### config.mk
export PLATFORM = sky130hd
export DESIGN_NAME = wide_add_seq
export DESIGN_NICKNAME = d
export VERILOG_FILES = /design/src/rtl/wide_add_seq.sv
export SDC_FILE = /design/constraint.sdc
export NUM_CORES = 1
export LEC_CHECK = 0
export BUFFER_PORTS_ARGS = -buffer_cell sky130_fd_sc_hd__buf_2
export CORE_MARGIN = 5
export CORE_UTILIZATION = 61
export CTS_BUF_LIST = sky130_fd_sc_hd__clkbuf_8
export DETAILED_ROUTE_END_ITERATION = 8
export PLACE_DENSITY = 0.95
export SYNTH_ARGS = -nofsm -noshare
export SYNTH_HDL_FRONTEND = slang
export SYNTH_SLANG_ARGS = --single-unit
### constraint.sdc
create_clock -name clk -period 43.8 [get_ports clk]
set_clock_uncertainty 0.1 [all_clocks]
set_input_delay 8.76 -clock clk [delete_from_list [all_inputs] [get_ports clk]]
set_output_delay 8.76 -clock clk [all_outputs]
set_load 0.02 [all_outputs]
### src/rtl/wide_add_seq.sv
// Multi-word add/subtract sequencer: one 32-bit carry-skip adder reused for each word,
// least significant word first, with valid/ready handshakes on the operand and result sides.
module wide_add_seq #(
    parameter int unsigned WORDS = 4
) (
    input  logic                  clk,
    input  logic                  rst,
    input  logic                  in_valid,
    output logic                  in_ready,
    input  logic [32*WORDS-1:0]   a,
    input  logic [32*WORDS-1:0]   b,
    input  logic                  sub,
    output logic                  out_valid,
    input  logic                  out_ready,
    output logic [32*WORDS-1:0]   sum,
    output logic                  cout
);

    localparam int unsigned IDX_W = (WORDS > 1) ? $clog2(WORDS) : 1;
    localparam logic [IDX_W-1:0] LAST_IDX = IDX_W'(WORDS - 1);

    typedef enum logic [1:0] {
        IDLE,
        RUN,
        DONE
    } state_t;

    state_t                  state_q;
    logic                    in_ready_q;
    logic                    out_valid_q;
    logic [WORDS-1:0][31:0]  a_q;
    logic [WORDS-1:0][31:0]  b_q;
    logic                    sub_q;
    logic [IDX_W-1:0]        idx_q;
    logic                    carry_q;
    logic [WORDS-1:0][31:0]  sum_q;
    logic                    cout_q;

    logic [31:0]             add_a;
    logic [31:0]             add_b;
    logic [31:0]             add_sum;
    logic                    add_cout;

    // 4-bit slice: ripple internally, but the carry-out bypasses the ripple when
    // every bit propagates, so the slice-to-slice path is a single mux.
    function automatic logic [4:0] cs_slice4(input logic [3:0] x,
                                             input logic [3:0] y,
                                             input logic       ci);
        logic [3:0] p;
        logic [3:0] g;
        logic [3:0] s;
        logic [4:0] c;
        p    = x ^ y;
        g    = x & y;
        c    = '0;
        c[0] = ci;
        for (int unsigned i = 0; i < 4; i++) begin
            s[i]   = p[i] ^ c[i];
            c[i+1] = g[i] | (p[i] & c[i]);
        end
        return {((&p) ? ci : c[4]), s};
    endfunction

    assign add_a = a_q[idx_q];
    assign add_b = b_q[idx_q] ^ {32{sub_q}};

    always_comb begin
        logic [8:0] chain;
        logic [4:0] slice_res;
        chain     = '0;
        chain[0]  = carry_q;
        add_sum   = '0;
        slice_res = '0;
        for (int unsigned s = 0; s < 8; s++) begin
            slice_res          = cs_slice4(add_a[4*s +: 4], add_b[4*s +: 4], chain[s]);
            add_sum[4*s +: 4]  = slice_res[3:0];
            chain[s+1]         = slice_res[4];
        end
        add_cout = chain[8];
    end

    always_ff @(posedge clk or posedge rst) begin
        if (rst) begin
            state_q     <= IDLE;
            in_ready_q  <= 1'b1;
            out_valid_q <= 1'b0;
            a_q         <= '0;
            b_q         <= '0;
            sub_q       <= 1'b0;
            idx_q       <= '0;
            carry_q     <= 1'b0;
            sum_q       <= '0;
            cout_q      <= 1'b0;
        end else begin
            case (state_q)
                IDLE: begin
                    if (in_valid) begin
                        a_q        <= a;
                        b_q        <= b;
                        sub_q      <= sub;
                        idx_q      <= '0;
                        carry_q    <= sub;
                        in_ready_q <= 1'b0;
                        state_q    <= RUN;
                    end
                end
                RUN: begin
                    sum_q[idx_q] <= add_sum;
                    carry_q      <= add_cout;
                    // idx saturates at the last word instead of wrapping
                    if (idx_q == LAST_IDX) begin
                        cout_q      <= add_cout;
                        out_valid_q <= 1'b1;
                        state_q     <= DONE;
                    end else begin
                        idx_q <= idx_q + IDX_W'(1);
                    end
                end
                DONE: begin
                    if (out_ready) begin
                        out_valid_q <= 1'b0;
                        in_ready_q  <= 1'b1;
                        state_q     <= IDLE;
                    end
                end
                default: begin
                    out_valid_q <= 1'b0;
                    in_ready_q  <= 1'b1;
                    state_q     <= IDLE;
                end
            endcase
        end
    end

    assign in_ready  = in_ready_q;
    assign out_valid = out_valid_q;
    assign sum       = sum_q;
    assign cout      = cout_q;

endmodule

==> qor.csv <==
stage,metric,value,unit
logic_synthesis,Synth area leaders,"dfrtp_1 (55%), nand2_1 (19%), mux4_2 (8.1%), fa_1 (3.6%), o21ai_0 (3.4%)",
run,max-cap violations,0,
setup_path,CP max-delay cell,dfrtp_4,
global_route,Congestion Overflow GR,0,
status,status,"finished, final reports clean",
logic_synthesis,Post-synth top cells,"nand2_1 (895), dfrtp_1 (392), o21ai_0 (121)",
final_layout,Register Area,9840,um2
final_layout,P&R area growth vs syn,18.5,%
clock_network,CTS buffer count,66,
clock_network,CTS max path bufs,3,
clock_network,clk sink count,393,
logic_synthesis,"Avg Cell Area, Syn",9.93,um2
timing,crit path time final,18270,ps
logic_synthesis,Yosys top cell by area,dfrtp_1,
setup_path,Critical Path Max Stage Delay,910,ps
clock_network,# resized after CTS,0,
clock_network,hold_buf cts,0,
global_route,largest net degree at the start of global routing,153,
logic_synthesis,synth warn,0,
logic_synthesis,Yosys cell types,40,
setup_path,CP required,44140,ps
route,Post-DRT Antenna Nets,0,
logic_synthesis,"EDFF count, synth",0,
route,DR vias,14600,
timing,f_max,54.7,MHz
clock_network,H-tree levels,3,
logic_synthesis,Mapped Nets,2123,
clock_network,Post-CTS Setup Inserts,0,
route,Pre-Repair DR Iteration Count,8,
clock_network,Clock Root Buffer,clkbuf_8,
route,total wire length,51800,um
logic_synthesis,Post-Syn Instances,1794,
logic_synthesis,most frequent cell after synthesis,nand2_1,
timing,worst rel slew slack,26.2,%
clock_network,clk slew on worst S/H paths,60,ps
timing,final hold vios,0,
floorplan,I/O Pins,392,
hold_path,Hold/Removal Path Class,flip-flop to flip-flop,
place,Placer Congestion,0.884,
setup_path,"most used cell, CP",fa_1,
timing,fin. max-slew vios,0,
timing,worst slew pin tran,1100,ps
logic_synthesis,Main synth FF type,dfrtp_1,
floorplan,die area,32700,um2
final_layout,share of cells above drive strength 1,27.6,%
setup_path,CP arrival,18610,ps
route,drt drc,0,
route,initial DRC count,1452,
logic_synthesis,synthesized cell area,17800,um2
timing,unrepaired setup endpoints after global routing,false,
global_route,GR Util All Layers,31.8,%
setup_path,Startpoint Class,flip-flop,
setup_path,critical path peak fanout,37,
place,post-DP HPWL,37100,um
place,IO Port Bufs,391,
route,Vias/cell,5.61,
floorplan,Initial Util,61.9,%
floorplan,Chip Height,181,um
logic_synthesis,Yosys top cell area share,55.1,%
setup_path,Setup crit end kind,flip-flop,
timing,Hold Slack,375,ps
floorplan,die width,181,um
global_route,number of global-route vias before repair,15400,
setup_path,worst path buffer plus inverter count,3,
floorplan,row cnt,62,
timing,setup TNS,0,ps
global_route,initial antenna violation count,1,
logic_synthesis,"FF+latch count, synth",393,
route,Avg WL per Cell,20.0,um
setup_path,cell family with most CP delay,adder cells,
floorplan,CORE AREA,28800,um2
clock_network,clk_lat worst skew,580,ps
timing,Final Cycle Share,41.7,%
final_layout,# nets final,2495,
logic_synthesis,register area share after synthesis,55.2,%
timing,endpoints failing setup,0,
clock_network,TritonCTS clock tree,yes,
setup_path,crit path kind,flip-flop to flip-flop,
logic_synthesis,"Async S/R FF share, synth",100,%
final_layout,ant diodes,0,
global_route,global-route wire length before repair,81800,um
final_layout,FILL cells,1854,
final_layout,multi-input combinational cell area,7220,um2
==> sequential cells by signal (all words and copies together) (netlist names) <==
signal	cells
state_q	2
sum	128
out_valid	1
idx_q	2
sub_q	1
b_q	128
a_q	128
carry_q	1
in_ready	1
cout	1
==> path summary, 6_finish.rpt <==
path / from / endpoint / slack [ps] / cells past startpoint
max in group asynchronous: rst / idx_q[0] / 32560 / 4
worst min register to register: sum[112] / sum[112] / 370 / 2
worst max-delay path: idx_q[0] / sum[31] / 25530 / 52
min in group asynchronous: rst / sum[55] / 8310 / 2
worst max register to register: idx_q[0] / sum[31] / 25530 / 52
worst min-delay path: sum[112] / sum[112] / 370 / 2
==> worst register-to-register path, delay by kind of cell (launching register included) <==
family / cells / cell delay [ps]
adder cells (fa/ha/maj): 32 / 13890
AND/OR/NAND/NOR: 9 / 1170
multiplexers: 3 / 1020
flip-flops: 1 / 910
AO/OA/AOI/OAI: 4 / 570
XOR/XNOR: 1 / 260
buffers and inverters: 3 / 210
==> per-layer routing <==
metal	track usage [%]	wire length, um
met1	40.3	18700
met2	52.5	25400
met3	6.47	4740
met4	15.8	2970
met5	0	0
==> cell usage in the layout (no fill, tap or decap), drive strengths merged, types with 2 or more instances in the layout <==
master	netlist	layout
mux2	12	12
a21oi	3	3
clkbuf	26	79
mux4	64	64
dfrtp	392	392
a31oi	3	3
ha	36	36
nor2	7	7
buf	74	404
nand2	899	899
clkinv	0	10
fa	32	32
o21ai	122	122
o31ai	3	3
nand4	5	5
nand3	2	2
and3	2	2
inv	65	87
and4	3	3
xor2	32	32
==> kinds of logic (layout without fill, tap and decap cells) <==
logic type / after synthesis / after routing / share of synthesized area, %
AOI/OAI and AO/OA: 134 / 134 / 3.92
xor gates and xnor gates: 32 / 32 / 1.57
adders and majority gates: 68 / 68 / 6.12
buffers and inverters: 165 / 582 / 4.29
DFF: 393 / 393 / 55.2
muxes: 77 / 77 / 8.93
and+or+nand+nor: 925 / 925 / 20.0
==> layout make-up <==
| cell class | count | share of cell area, % |
|---|---|---|
| clock inverter | 34 | 0.847 |
| inverter | 65 | 1.19 |
| tap | 384 | 2.28 |
| timing repair buffer | 404 | 9.73 |
| clock buffer | 79 | 5.15 |
| multi-input combinational | 1236 | 34.2 |
| sequential | 393 | 46.6 |
==> through the flow <==
stage	instance area, um2	utilization [%]	instances	worst slack (ps)
after global placement	19900	69.0	2482	26080
final	21100	73.4	2595	25530
after floorplan	17800	-	1794	24020
after detailed placement	19900	69.0	2482	25540
after CTS	21100	73.4	2595	25510
after global routing	21100	73.4	2595	24630
Power is not shown: default switching activity piles up to over one toggle a cycle in this logic, so the estimate is an artifact.
